`config.mk`:
```
export PLATFORM = sky130hd
export DESIGN_NAME = array_heap_unit
export DESIGN_NICKNAME = d
export VERILOG_FILES = /design/src/rtl/array_heap_pkg.sv /design/src/rtl/array_heap_ram.sv /design/src/rtl/array_heap_unit.sv
export SDC_FILE = /design/constraint.sdc
export NUM_CORES = 1
export LEC_CHECK = 0
export ABC_AREA = 0
export BUFFER_PORTS_ARGS = -buffer_cell sky130_fd_sc_hd__buf_2
export CAP_MARGIN = 30
export CORE_ASPECT_RATIO = 1.75
export CORE_UTILIZATION = 45
export CTS_CLUSTER_SIZE = 28
export DETAILED_ROUTE_END_ITERATION = 12
export GPL_TIMING_DRIVEN = 0
export PLACE_DENSITY = 0.66
export SLEW_MARGIN = 15
export SYNTH_ARGS = -nofsm -noshare
export SYNTH_HDL_FRONTEND = slang
export SYNTH_SLANG_ARGS = --single-unit
```
`constraint.sdc`:
```
create_clock -name clock -period 6.27 [get_ports clock]
set_input_delay 1.881 -clock clock [delete_from_list [all_inputs] [get_ports clock]]
set_output_delay 1.881 -clock clock [all_outputs]
set_load 0.01 [all_outputs]
```
`src/rtl/array_heap_pkg.sv`:
```
// Shared types and helpers for the multi-array heap engine.
package array_heap_pkg;

  typedef enum logic [2:0] {
    OP_ALLOC = 3'd0,
    OP_FREE  = 3'd1,
    OP_PUSH  = 3'd2,
    OP_POP   = 3'd3,
    OP_READ  = 3'd4,
    OP_WRITE = 3'd5,
    OP_SIZE  = 3'd6,
    OP_RSVD  = 3'd7
  } op_e;

  typedef enum logic [2:0] {
    ST_OK         = 3'd0,
    ST_NO_ARRAY   = 3'd1,
    ST_OVERFLOW   = 3'd2,
    ST_UNDERFLOW  = 3'd3,
    ST_ILLEGAL_OP = 3'd4
  } status_e;

  typedef enum logic [1:0] {
    S_IDLE = 2'd0,
    S_EXEC = 2'd1,
    S_RESP = 2'd2
  } state_e;

  // Handle width: at least one bit even for a single array.
  function automatic int calc_aw(input int n_arrays);
    return (n_arrays > 1) ? $clog2(n_arrays) : 1;
  endfunction

  // Index/size width: must be able to hold the value N_AREA itself.
  function automatic int calc_iw(input int n_area);
    return $clog2(n_area + 1);
  endfunction

endpackage

```
`src/rtl/array_heap_ram.sv`:
```
// 1R1W synchronous element store with registered read data.
module array_heap_ram #(
  parameter int WIDTH = 12,
  parameter int DEPTH = 32,
  parameter int RAW   = 5
) (
  input  logic             clock,
  input  logic             we,
  input  logic [RAW-1:0]   waddr,
  input  logic [WIDTH-1:0] wdata,
  input  logic             re,
  input  logic [RAW-1:0]   raddr,
  output logic [WIDTH-1:0] rdata
);

  logic [WIDTH-1:0] mem [DEPTH];

  // Write port: contents are never reset.
  always_ff @(posedge clock) begin
    if (we) mem[waddr] <= wdata;
  end

  // Read port: data is held until the next read enable.
  always_ff @(posedge clock) begin
    if (re) rdata <= mem[raddr];
  end

endmodule

```
`src/rtl/array_heap_unit.sv`:
```
// Multi-array heap engine: handle allocation with a recycled-handle free
// stack, per-array size tracking, bounds checking and a 3-state command FSM.
//
// Handshakes: a request transfers on a rising edge where req_valid && req_ready;
// a response transfers on a rising edge where rsp_valid && rsp_ready. rsp_data
// and rsp_status stay stable while rsp_valid is high and rsp_ready is low.
module array_heap_unit
  import array_heap_pkg::*;
#(
  parameter int WIDTH    = 12,
  parameter int N_ARRAYS = 4,
  parameter int N_AREA   = 8,
  localparam int AW = calc_aw(N_ARRAYS),
  localparam int IW = calc_iw(N_AREA)
) (
  input  logic             clock,
  input  logic             reset_n,
  input  logic             req_valid,
  output logic             req_ready,
  input  logic [2:0]       req_op,
  input  logic [AW-1:0]    req_array,
  input  logic [IW-1:0]    req_index,
  input  logic [WIDTH-1:0] req_data,
  output logic             rsp_valid,
  input  logic             rsp_ready,
  output logic [WIDTH-1:0] rsp_data,
  output logic [2:0]       rsp_status,
  output logic [1:0]       dbg_state
);

  localparam int CW    = $clog2(N_ARRAYS + 1);
  localparam int DEPTH = N_ARRAYS * N_AREA;
  localparam int RAW   = (DEPTH > 1) ? $clog2(DEPTH) : 1;

  localparam logic [IW-1:0] AREA_FULL = IW'(N_AREA);
  localparam logic [CW-1:0] NARR_C    = CW'(N_ARRAYS);
  localparam logic [AW:0]   NARR_H    = (AW + 1)'(N_ARRAYS);

  state_e           state;
  op_e              op_q;
  logic [AW-1:0]    arr_q;
  logic [IW-1:0]    idx_q;
  logic [WIDTH-1:0] data_q;

  logic [IW-1:0]       size_r  [N_ARRAYS];
  logic [AW-1:0]       stack_r [N_ARRAYS];
  logic [N_ARRAYS-1:0] alloc_r;
  logic [CW-1:0]       allocs;
  logic [CW-1:0]       top;

  logic [WIDTH-1:0] rsp_data_q;
  logic             rd_sel;
  logic [WIDTH-1:0] ram_rdata;

  status_e          ex_status;
  logic [WIDTH-1:0] ex_data;
  logic             ex_rd;
  logic             ex_we;
  logic             ex_re;
  logic [IW-1:0]    ram_idx;
  logic [RAW-1:0]   ram_addr;
  logic [AW-1:0]    new_handle;
  logic             handle_ok;
  logic [IW-1:0]    cur_size;

  // Decode the latched command into a status, response data and RAM access.
  always_comb begin
    ex_status  = ST_OK;
    ex_data    = '0;
    ex_rd      = 1'b0;
    ex_we      = 1'b0;
    ex_re      = 1'b0;
    ram_idx    = '0;
    new_handle = '0;
    handle_ok  = ({1'b0, arr_q} < NARR_H) && alloc_r[arr_q];
    cur_size   = size_r[arr_q];
    case (op_q)
      OP_ALLOC: begin
        // Recycled handles take priority over fresh ones.
        if (top != '0) new_handle = stack_r[AW'(top - CW'(1))];
        else if (allocs < NARR_C) new_handle = AW'(allocs);
        else ex_status = ST_NO_ARRAY;
        if (ex_status == ST_OK) ex_data = WIDTH'(new_handle);
      end
      OP_RSVD: ex_status = ST_ILLEGAL_OP;
      default: begin
        if (!handle_ok) begin
          ex_status = ST_NO_ARRAY;
        end else begin
          case (op_q)
            OP_PUSH: begin
              if (cur_size == AREA_FULL) ex_status = ST_OVERFLOW;
              else begin
                ram_idx = cur_size;
                ex_we   = 1'b1;
              end
            end
            OP_POP: begin
              if (cur_size == '0) ex_status = ST_UNDERFLOW;
              else begin
                ram_idx = cur_size - IW'(1);
                ex_re   = 1'b1;
                ex_rd   = 1'b1;
              end
            end
            OP_READ: begin
              if (idx_q >= cur_size) ex_status = ST_UNDERFLOW;
              else begin
                ram_idx = idx_q;
                ex_re   = 1'b1;
                ex_rd   = 1'b1;
              end
            end
            OP_WRITE: begin
              if (idx_q >= AREA_FULL) ex_status = ST_OVERFLOW;
              else begin
                ram_idx = idx_q;
                ex_we   = 1'b1;
              end
            end
            OP_SIZE: ex_data = WIDTH'(cur_size);
            default: ex_data = '0;
          endcase
        end
      end
    endcase
    ram_addr = RAW'(int'(arr_q) * N_AREA + int'(ram_idx));
  end

  array_heap_ram #(
    .WIDTH (WIDTH),
    .DEPTH (DEPTH),
    .RAW   (RAW)
  ) u_ram (
    .clock (clock),
    .we    (ex_we && (state == S_EXEC)),
    .waddr (ram_addr),
    .wdata (data_q),
    .re    (ex_re && (state == S_EXEC)),
    .raddr (ram_addr),
    .rdata (ram_rdata)
  );

  // POP/READ data comes straight from the RAM output register, which holds
  // its value for the whole RESP state.
  assign rsp_data  = rd_sel ? ram_rdata : rsp_data_q;
  assign dbg_state = state;

  // Command FSM plus all heap bookkeeping; everything commits at the EXEC edge.
  always_ff @(posedge clock or negedge reset_n) begin
    if (!reset_n) begin
      state      <= S_IDLE;
      req_ready  <= 1'b1;
      rsp_valid  <= 1'b0;
      rsp_data_q <= '0;
      rsp_status <= '0;
      rd_sel     <= 1'b0;
      op_q       <= OP_ALLOC;
      arr_q      <= '0;
      idx_q      <= '0;
      data_q     <= '0;
      alloc_r    <= '0;
      allocs     <= '0;
      top        <= '0;
      for (int i = 0; i < N_ARRAYS; i++) begin
        size_r[i]  <= '0;
        stack_r[i] <= '0;
      end
    end else begin
      case (state)
        S_IDLE: begin
          if (req_valid) begin
            op_q      <= op_e'(req_op);
            arr_q     <= req_array;
            idx_q     <= req_index;
            data_q    <= req_data;
            req_ready <= 1'b0;
            state     <= S_EXEC;
          end
        end
        S_EXEC: begin
          rsp_valid  <= 1'b1;
          rsp_status <= ex_status;
          rsp_data_q <= ex_data;
          rd_sel     <= ex_rd;
          if (ex_status == ST_OK) begin
            case (op_q)
              OP_ALLOC: begin
                if (top != '0) top <= top - CW'(1);
                else allocs <= allocs + CW'(1);
                alloc_r[new_handle] <= 1'b1;
                size_r[new_handle]  <= '0;
              end
              OP_FREE: begin
                alloc_r[arr_q]    <= 1'b0;
                stack_r[AW'(top)] <= arr_q;
                top               <= top + CW'(1);
              end
              OP_PUSH: size_r[arr_q] <= cur_size + IW'(1);
              OP_POP:  size_r[arr_q] <= cur_size - IW'(1);
              OP_WRITE: begin
                if (idx_q >= cur_size) size_r[arr_q] <= idx_q + IW'(1);
              end
              default: ;
            endcase
          end
          state <= S_RESP;
        end
        S_RESP: begin
          if (rsp_ready) begin
            rsp_valid  <= 1'b0;
            rsp_data_q <= '0;
            rsp_status <= '0;
            rd_sel     <= 1'b0;
            req_ready  <= 1'b1;
            state      <= S_IDLE;
          end
        end
        default: state <= S_IDLE;
      endcase
    end
  end

endmodule

```
==> metrics.json, run 1 <==
{
  "antenna_violations_before_repair": {"value": 1},
  "ctsLongestPathBuffers": {"value": 3},
  "sw_frac_of_total": {"value": 0.3669},
  "worst_slew_pin_slew": {"value": 1047, "unit": "ps"},
  "netlist-cell-type-count": {"value": 87},
  "number_of_global_route_vias_before_repair": {"value": 12980},
  "rr_worst_depth": {"value": 12},
  "netlist.top_cell.by_area": {"value": "sky130_fd_sc_hd__edfxtp_1"},
  "asyncSetResetFlopFracSynth": {"value": 0.1447},
  "place.detailed.hpwl": {"value": 43890, "unit": "um"},
  "cp_max_fo": {"value": 10},
  "cp.arrival": {"value": 6310, "unit": "ps"},
  "layout.nets": {"value": 1561},
  "clockRootBuffer": {"value": "sky130_fd_sc_hd__clkbuf_16"},
  "number_of_storage_elements_in_the_synthesis_netlist": {"value": 463},
  "floorplan.rows": {"value": 100},
  "cts_max_level": {"value": 2},
  "globalRouteTotalUtil": {"value": 0.2804},
  "largest_net_degree_at_the_start_of_global_routing": {"value": 37},
  "period_needed": {"value": 6048, "unit": "ps"},
  "min-delay-path-class": {"value": "register to register"},
  "final_hold_viol_count": {"value": 0},
  "multiInputGateArea": {"value": 0.005589, "unit": "mm2"},
  "dieArea": {"value": 0.04442, "unit": "mm2"},
  "io-pin-count": {"value": 44},
  "syn-instance-count": {"value": 1395},
  "ant_cells": {"value": 0},
  "placedCellCount": {"value": 2028},
  "synth_sequential_area_ratio": {"value": 0.6924},
  "clk_transition_reported_paths": {"value": 70, "unit": "ps"},
  "cell_at_the_slowest_stage_of_the_critical_path": {"value": "sky130_fd_sc_hd__nor3_2"},
  "timing.final.setup_violations": {"value": 0},
  "cellPowerDensity": {"value": 452.9, "unit": "mW/mm2"},
  "port_buffers": {"value": 43},
  "drc": {"value": 0},
  "fin_crit_sh": {"value": 0.9647},
  "ys_top_cells_by_count": {"value": "396 x sky130_fd_sc_hd__edfxtp_1, 173 x sky130_fd_sc_hd__nand2_1, 84 x sky130_fd_sc_hd__a21oi_1, 79 x sky130_fd_sc_hd__nor2_1, 66 x sky130_fd_sc_hd__dfrtp_1"},
  "flow.area_growth_from_synthesis": {"value": 14.65, "unit": "%"},
  "cp.buffers_inverters": {"value": 3},
  "cp_cell_sequence": {"value": "buf_6, mux4_2, ha_1, nor3b_2, o21ai_0, o311ai_1, o21ai_0, buf_2, nor2_1, nand2_1, nor3_2, buf_4"},
  "initial_core_util": {"value": 0.4580},
  "mapped_avg_cell_area": {"value": 14.05, "unit": "um2"},
  "yosys.area.top_type_share": {"value": 0.6068},
  "whs": {"value": 491.6, "unit": "ps"},
  "max_clock_freq": {"value": 0.1653, "unit": "GHz"},
  "switching_power": {"value": 3733, "unit": "uW"},
  "p_clk_frac": {"value": 0.261},
  "critical_path.most_common_cell": {"value": "sky130_fd_sc_hd__o21ai_0"},
  "power.static_leakage": {"value": 0.007832, "unit": "uW"},
  "seq_area": {"value": 0.01357, "unit": "mm2"},
  "min_path_cells": {"value": 2},
  "setup_repair_after_global_routing_missed_its_margin": {"value": "no"},
  "seqPwrFrac": {"value": 0.406},
  "path_class": {"value": "register to register"},
  "routedWlPerCell": {"value": 29.28, "unit": "um"},
  "cp_top_family": {"value": "simple AND/OR/NAND/NOR gates"},
  "clock_insertion_delay_worst_skew": {"value": 570, "unit": "ps"},
  "global_route.overflow_total": {"value": 0},
  "finalClockSkew": {"value": 19.40, "unit": "ps"},
  "cts_tree": {"value": "built"},
  "min_setup_slack_post_route": {"value": 221.6, "unit": "ps"},
  "final_cell_count_no_fill": {"value": 2110},
  "synthesis.area": {"value": 0.01960, "unit": "mm2"},
  "design_area": {"value": 0.02247, "unit": "mm2"},
  "vdd_drop_max": {"value": 225.7, "unit": "uV"},
  "global_route_wire_length_before_repair": {"value": 88490, "unit": "um"},
  "setup_crit_end_kind": {"value": "register"},
  "placed_cell_area": {"value": 0.02097, "unit": "mm2"},
  "core_area": {"value": 0.04279, "unit": "mm2"},
  "drt-pass1-iter-count": {"value": 5},
  "gp_congestion": {"value": 0.9580},
  "slew_viol_final": {"value": 0},
  "synth-edff-count": {"value": 396},
  "internal_power": {"value": 6442, "unit": "uW"},
  "drive_gt1_frac": {"value": 0.1924},
  "tritoncts.num_buffers": {"value": 43},
  "comb_power_share": {"value": 0.333},
  "critPathRequiredTime": {"value": 6540, "unit": "ps"},
  "cts_num_sinks": {"value": 463},
  "synth_top_cells_by_area": {"value": "sky130_fd_sc_hd__edfxtp_1 61%, sky130_fd_sc_hd__dfrtp_1 8.4%, sky130_fd_sc_hd__nand2_1 3.3%"},
  "initialDrtViolationCount": {"value": 1493},
  "die_x": {"value": 159.8, "unit": "um"},
  "cp_num_cells": {"value": 12},
  "antenna_violating_nets_post_route": {"value": 0},
  "outcome": {"value": "completed"},
  "postCtsSetupRepairBufs": {"value": 0},
  "slew_headroom": {"value": 0.3018},
  "total_wirelength_of_the_detailed_routed_design": {"value": 61790, "unit": "um"},
  "detailedPlace.worstSlack": {"value": 138.7, "unit": "ps"},
  "setup_tns": {"value": 0, "unit": "ps"},
  "chipHeight": {"value": 278.1, "unit": "um"},
  "vias": {"value": 13130},
  "synth_top_flop_cell": {"value": "sky130_fd_sc_hd__edfxtp_1"},
  "syn-num-nets": {"value": 1437},
  "max_stage_delay": {"value": 680, "unit": "ps"},
  "yosysMostFrequentCell": {"value": "sky130_fd_sc_hd__edfxtp_1"},
  "worstSetupStartpointType": {"value": "register"},
  "filler_cell_count": {"value": 3609},
  "max_cap_violations": {"value": 0},
  "ys_warn_count": {"value": 0},
  "routed_via_density": {"value": 6.220}
}
-- sequential cells by signal (all words and copies together), names as in the netlist --
signal	count
alloc_r	4
allocs	3
arr_q	2
data_q	12
dbg_state	2
idx_q	4
op_q	3
rd_sel	1
req_ready	1
rsp_data_q	4
rsp_status	3
rsp_valid	1
size_r	16
stack_r	8
top	3
u_ram.mem	384
u_ram.rdata	12
-- power groups by stage --
stage / clock network, uW / registers (uW) / logic (uW)
after floorplan: 0 / 4240 / 1780
after global placement: 0 / 4480 / 2810
after detailed placement: 0 / 4310 / 3140
after CTS: 2680 / 4240 / 3150
after global routing: 2780 / 4160 / 3530
final: 2660 / 4130 / 3390
-- through the flow --
stage                     total power [uW]    util
after floorplan                       6025       -
after global placement                7285  0.4794
after detailed placement              7441  0.4899
after CTS                            10070  0.5229
after global routing                 10470  0.5251
final                                10180  0.5251
-- worst paths after layout --
path	startpoint	to	slack [ps]
worst max-delay path	arr_q[0]$_DFFE_PN0P_	u_ram.mem[18][3]$_DFFE_PP_	220
worst min-delay path	rsp_status[0]$_DFFE_PN0P_	rsp_status[0]$_DFFE_PN0P_	490
worst max register to register	arr_q[0]$_DFFE_PN0P_	u_ram.mem[18][3]$_DFFE_PP_	220
worst min register to register	rsp_status[0]$_DFFE_PN0P_	rsp_status[0]$_DFFE_PN0P_	490
max in group asynchronous	reset_n	req_ready$_DFFE_PN1P_	4340
min in group asynchronous	reset_n	stack_r[2]$_DFFE_PN0P_	1270
-- final cells by class --
cell class,instances,area share
clock buffer,51,0.05018
inverter,14,0.002450
clock inverter,24,0.01259
buffer,78,0.02127
timing repair buffer,79,0.02957
tap,561,0.03124
multi-input combinational,840,0.2488
sequential,463,0.6039
-- logic make-up after synthesis --
kind of cell,count (synthesis),share of synthesized area
simple gates,381,0.09002
xor+xnor,12,0.006321
flops,463,0.6924
mux,100,0.05848
buf+inv,92,0.02713
fa+ha+maj,17,0.01085
compound gates,330,0.1148
-- worst register-to-register path: stages (launching register included) --
cell and delay [ps]:
sky130_fd_sc_hd__dfrtp_1 570, sky130_fd_sc_hd__buf_6 210, sky130_fd_sc_hd__mux4_2 670, sky130_fd_sc_hd__ha_1 350
sky130_fd_sc_hd__nor3b_2 190, sky130_fd_sc_hd__o21ai_0 300, sky130_fd_sc_hd__o311ai_1 570, sky130_fd_sc_hd__o21ai_0 400
sky130_fd_sc_hd__buf_2 330, sky130_fd_sc_hd__nor2_1 630, sky130_fd_sc_hd__nand2_1 510, sky130_fd_sc_hd__nor3_2 680
sky130_fd_sc_hd__buf_4 340
-- metal layers --
layer,GRT usage,share of wire,vias to the layer above
li1,-,-,5631
met1,0.2872,0.32,6523
met2,0.5070,0.52,722
met3,0.03905,0.066,247
met4,0.2266,0.091,2
met5,0,0.00028,-
-- placed cells by master, fill, tap and decap left out, types with 7 or more instances in the layout --
cell type                   Yosys  final
sky130_fd_sc_hd__nand2b_1      12     12
sky130_fd_sc_hd__a211oi_1      24     24
sky130_fd_sc_hd__a221oi_1      26     26
sky130_fd_sc_hd__nand3_1       20     20
sky130_fd_sc_hd__nor4_1        14     14
sky130_fd_sc_hd__o22ai_1       17     17
sky130_fd_sc_hd__ha_1          17     17
sky130_fd_sc_hd__a21oi_1       84     84
sky130_fd_sc_hd__a221o_1       10     10
sky130_fd_sc_hd__buf_4         16     27
sky130_fd_sc_hd__xnor2_1        7      7
sky130_fd_sc_hd__nand2_1      173    173
sky130_fd_sc_hd__dfrtp_1       66     66
sky130_fd_sc_hd__clkbuf_16      0     45
sky130_fd_sc_hd__buf_8          0     14
sky130_fd_sc_hd__nor2_2         2     23
sky130_fd_sc_hd__o21ai_0       65     65
sky130_fd_sc_hd__and2_1        16     16
sky130_fd_sc_hd__o2bb2ai_1     13     13
sky130_fd_sc_hd__buf_2         21     65
sky130_fd_sc_hd__a31oi_1       17     17
sky130_fd_sc_hd__mux2_2        43     43
sky130_fd_sc_hd__nor3_2         1      9
sky130_fd_sc_hd__edfxtp_1     396    396
sky130_fd_sc_hd__nor2_1        79     58
sky130_fd_sc_hd__clkbuf_1      25     31
sky130_fd_sc_hd__and3_1         7      7
sky130_fd_sc_hd__a22oi_1       12     12
sky130_fd_sc_hd__buf_6         13     20
sky130_fd_sc_hd__mux2i_1       50     50
sky130_fd_sc_hd__nor3_1        23     15
sky130_fd_sc_hd__nor2b_1        9      9
sky130_fd_sc_hd__inv_1         12     12
-- what timing repair did --
| item | CTS | global route |
|---|---|---|
| hold buffers | 0 | 0 |
| gates resized for setup | 0 | 2 |
| setup endpoints to repair | 0 | 6 |
No activity file was read; power rests on OpenSTA's default activity.
==> run 2: changes to the inputs <==
--- a/config.mk
+++ b/config.mk
@@ -9,11 +9,11 @@
 export BUFFER_PORTS_ARGS = -buffer_cell sky130_fd_sc_hd__buf_2
 export CAP_MARGIN = 30
 export CORE_ASPECT_RATIO = 1.75
-export CORE_UTILIZATION = 45
+export CORE_UTILIZATION = 62
 export CTS_CLUSTER_SIZE = 28
 export DETAILED_ROUTE_END_ITERATION = 12
 export GPL_TIMING_DRIVEN = 0
-export PLACE_DENSITY = 0.66
+export PLACE_DENSITY = 0.84
 export SLEW_MARGIN = 15
 export SYNTH_ARGS = -nofsm -noshare
 export SYNTH_HDL_FRONTEND = slang
==> metrics.json, run 2 (synthesis results as in run 1) <==
{
  "outcome": {"value": "completed"},
  "leading_cell_types_in_the_layout_fill_and_taps_excluded": {"value": "396 x sky130_fd_sc_hd__edfxtp_1, 173 x sky130_fd_sc_hd__nand2_1, 84 x sky130_fd_sc_hd__a21oi_1, 66 x sky130_fd_sc_hd__dfrtp_1, 65 x sky130_fd_sc_hd__o21ai_0"},
  "antenna_violating_nets_post_route": {"value": 0, "change": "unchanged"},
  "cts_max_level": {"value": 2, "change": "unchanged"},
  "slew_headroom": {"value": 0.3334, "change": "+0.03156"},
  "number_of_flip_flops_under_the_largest_register_name": {"value": 384, "change": "unchanged"},
  "port_buffers": {"value": 43, "change": "unchanged"},
  "place.detailed.hpwl": {"value": 42060, "unit": "um", "change": "-4.2%"},
  "cp.arrival": {"value": 6330, "unit": "ps", "change": "+20 ps"},
  "clk_transition_reported_paths": {"value": 70, "unit": "ps", "change": "about the same"},
  "chipHeight": {"value": 237.2, "unit": "um", "change": "-15%"},
  "initialDrtViolationCount": {"value": 1698, "change": "+14%"},
  "power.static_leakage": {"value": 0.007827, "unit": "uW", "change": "about the same"},
  "gp_congestion": {"value": 1.003, "change": "+4.7%"},
  "switching_power": {"value": 3747, "unit": "uW", "change": "+0.38%"},
  "final_hold_viol_count": {"value": 0, "change": "unchanged"},
  "global_route.overflow_total": {"value": 0, "change": "unchanged"},
  "reg.largest.list": {"value": "u_ram.mem: 384 flops, size_r: 16 flops"},
  "drc": {"value": 0, "change": "unchanged"},
  "drive_gt1_frac": {"value": 0.1875, "change": "-0.004842"},
  "max_flop_register": {"value": "u_ram.mem"},
  "cts_num_sinks": {"value": 463, "change": "unchanged"},
  "tritoncts.num_buffers": {"value": 41, "change": "-4.7%"},
  "internal_power": {"value": 6522, "unit": "uW", "change": "+1.2%"},
  "routedWlPerCell": {"value": 32.40, "unit": "um", "change": "+11%"},
  "vdd_drop_max": {"value": 348.7, "unit": "uV", "change": "+54%"},
  "dieArea": {"value": 0.03235, "unit": "mm2", "change": "-27%"},
  "fin_crit_sh": {"value": 0.9630, "change": "-0.001630"},
  "ctsLongestPathBuffers": {"value": 3, "change": "unchanged"},
  "vias": {"value": 13740, "change": "+4.7%"},
  "p_clk_frac": {"value": 0.267, "change": "+0.006"},
  "die_x": {"value": 136.4, "unit": "um", "change": "-15%"},
  "clock_insertion_delay_worst_skew": {"value": 590, "unit": "ps", "change": "+20 ps"},
  "worst_slew_pin_slew": {"value": 998.9, "unit": "ps", "change": "-48.42 ps"},
  "globalRouteTotalUtil": {"value": 0.4055, "change": "+0.1251"},
  "setup_repair_after_global_routing_missed_its_margin": {"value": "no"},
  "finalClockSkew": {"value": 23.89, "unit": "ps", "change": "+4.491 ps"},
  "global_route_wire_length_before_repair": {"value": 90190, "unit": "um", "change": "+1.9%"},
  "core_area": {"value": 0.03095, "unit": "mm2", "change": "-28%"},
  "initial_core_util": {"value": 0.6332, "change": "+0.1752"},
  "cellPowerDensity": {"value": 461.6, "unit": "mW/mm2", "change": "+1.9%"},
  "seqPwrFrac": {"value": 0.402, "change": "-0.004"},
  "cts_tree": {"value": "built"},
  "drt-pass1-iter-count": {"value": 6, "change": "+1"},
  "max_clock_freq": {"value": 0.1656, "unit": "GHz", "change": "+0.17%"},
  "final_util": {"value": 0.7189, "change": "+0.1938"},
  "routed_via_density": {"value": 7.102, "change": "+14%"},
  "rr_worst_depth": {"value": 16, "change": "+4"},
  "max_cap_violations": {"value": 0, "change": "unchanged"},
  "timing.final.setup_violations": {"value": 0, "change": "unchanged"},
  "setup_crit_end_kind": {"value": "register"},
  "layout.nets": {"value": 1550, "change": "-0.70%"},
  "setup_tns": {"value": 0, "unit": "ps", "change": "unchanged"},
  "worst_hold_path.endpoint": {"value": "rsp_status[0]$_DFFE_PN0P_"},
  "postCtsSetupRepairBufs": {"value": 0, "change": "unchanged"},
  "rrSetupSlack": {"value": 230, "unit": "ps", "change": "about the same"},
  "min-delay-start": {"value": "rsp_status[0]$_DFFE_PN0P_"},
  "min-delay-path-class": {"value": "register to register"},
  "total_wirelength_of_the_detailed_routed_design": {"value": 62670, "unit": "um", "change": "+1.4%"},
  "number_of_global_route_vias_before_repair": {"value": 13580, "change": "+4.6%"},
  "floorplan.rows": {"value": 85, "change": "-15%"},
  "cp_max_fo": {"value": 10, "change": "unchanged"},
  "most_common_library_cell_in_the_layout_ignoring_fill_and_taps": {"value": "sky130_fd_sc_hd__edfxtp_1"},
  "critPathRequiredTime": {"value": 6560, "unit": "ps", "change": "+20 ps"},
  "slew_viol_final": {"value": 0, "change": "unchanged"},
  "crit-reg2reg-capture": {"value": "u_ram.rdata[6]$_DFFE_PP_"},
  "antenna_violations_before_repair": {"value": 3, "change": "+2"},
  "sw_frac_of_total": {"value": 0.3649, "change": "-0.002002"},
  "path_class": {"value": "register to register"},
  "io-pin-count": {"value": 44, "change": "unchanged"},
  "worstSetupStartpointType": {"value": "register"},
  "period_needed": {"value": 6038, "unit": "ps", "change": "-10.22 ps"},
  "clockRootBuffer": {"value": "sky130_fd_sc_hd__clkbuf_16"},
  "comb_power_share": {"value": 0.332, "change": "about the same"},
  "filler_cell_count": {"value": 1950, "change": "-46%"},
  "flow.area_growth_from_synthesis": {"value": 13.52, "unit": "%"},
  "cts_hold_buffers": {"value": 0, "change": "unchanged"},
  "largest_net_degree_at_the_start_of_global_routing": {"value": 53, "change": "+43%"},
  "reg2reg_from": {"value": "arr_q[0]$_DFFE_PN0P_"},
  "min_path_cells": {"value": 2, "change": "unchanged"}
}
-- run 2: changes by cell type in the layout (fill, tap and decap cells not counted), moves of 2 or more --
cell / change
sky130_fd_sc_hd__buf_8: -5
sky130_fd_sc_hd__buf_4: -5
sky130_fd_sc_hd__clkbuf_16: -3
sky130_fd_sc_hd__buf_16: +3
sky130_fd_sc_hd__diode_2: +2
sky130_fd_sc_hd__clkinvlp_4: -5
sky130_fd_sc_hd__clkbuf_1: +2
sky130_fd_sc_hd__clkbuf_8: +3
sky130_fd_sc_hd__bufinv_16: +2
-- run 2: power by group through the flow --
stage,Sequential (uW),Combinational [uW],Clock [uW]
after floorplan,4240,1780,0
after global placement,4450,2730,0
after detailed placement,4410,2890,0
after CTS,4350,2910,2710
after global routing,4150,3540,2830
final,4130,3410,2740
-- run 2: repair_timing --
| action | 4_1_cts | 5_1_grt |
|---|---|---|
| endpoints found under the setup margin | 0 | 9 |
| resized for setup | 0 | 2 |
| endpoints found under the hold margin | 0 | 0 |
-- run 2: stage by stage --
| step | hold WS [ps] | total power [uW] | cell area, um2 | worst slack (ps) | instances |
|---|---|---|---|---|---|
| after floorplan | 440.6 | 6025 | 19600 | 1687 | 1395 |
| after global placement | 457.8 | 7183 | 20300 | -554.3 | 1829 |
| after detailed placement | 458.6 | 7303 | 20600 | 420.9 | 1844 |
| after CTS | 474.8 | 9968 | 22050 | 368.3 | 1920 |
| after global routing | 525.0 | 10520 | 22240 | 43.75 | 1932 |
| final | 478.2 | 10270 | 22250 | 231.8 | 1934 |
-- run 2: area by class of cell --
type,instances,area (um2),share of cell area
diodes,2,5.005,0.0002250
plain buffers,78,476.7,0.02143
clock buffers,53,1122,0.05045
clock inverters,23,334.1,0.01502
inverters,14,55.05,0.002475
multi-input cells,840,5604,0.2519
flip-flops and latches,463,13570,0.6099
well taps,391,489.2,0.02199
repair buffers,70,591.8,0.02660
-- run 2: worst max-delay path by stage --
stage	startpoint	end	slack (ps)	depth (start not counted)
2_1_floorplan	arr_q[0]$_DFFE_PN0P_	u_ram.mem[16][0]$_DFFE_PP_	1690	13
3_5_place_dp	arr_q[0]$_DFFE_PN0P_	u_ram.mem[18][6]$_DFFE_PP_	420	12
3_3_place_gp	arr_q[0]$_DFFE_PN0P_	u_ram.mem[18][2]$_DFFE_PP_	-550	11
6_report	arr_q[0]$_DFFE_PN0P_	u_ram.rdata[6]$_DFFE_PP_	230	16
5_1_grt	arr_q[0]$_DFFE_PN0P_	u_ram.mem[19][2]$_DFFE_PP_	40	13
4_1_cts	arr_q[0]$_DFFE_PN0P_	u_ram.mem[18][6]$_DFFE_PP_	370	12
-- run 2: critical path, cell delays in order (launching register included) --
cell and delay, ps:
sky130_fd_sc_hd__dfrtp_1 550, sky130_fd_sc_hd__buf_6 220, sky130_fd_sc_hd__mux4_2 670, sky130_fd_sc_hd__ha_1 350, sky130_fd_sc_hd__nor3b_2 50, sky130_fd_sc_hd__o21ai_0 480, sky130_fd_sc_hd__nor2_1 120, sky130_fd_sc_hd__a222oi_1 420
sky130_fd_sc_hd__nor2_1 120, sky130_fd_sc_hd__ha_1 280, sky130_fd_sc_hd__xor2_1 170, sky130_fd_sc_hd__clkbuf_1 480, sky130_fd_sc_hd__nand2_1 470, sky130_fd_sc_hd__a221o_1 430, sky130_fd_sc_hd__nor2b_1 160, sky130_fd_sc_hd__o221ai_2 500
sky130_fd_sc_hd__a222oi_1 250
-- run 2: per-layer routing --
metal  global-route usage  wire length [um]
met5                    0                27
met4               0.3677              7023
met3               0.1143              6718
met2               0.6631             30860
met1               0.4145             18040
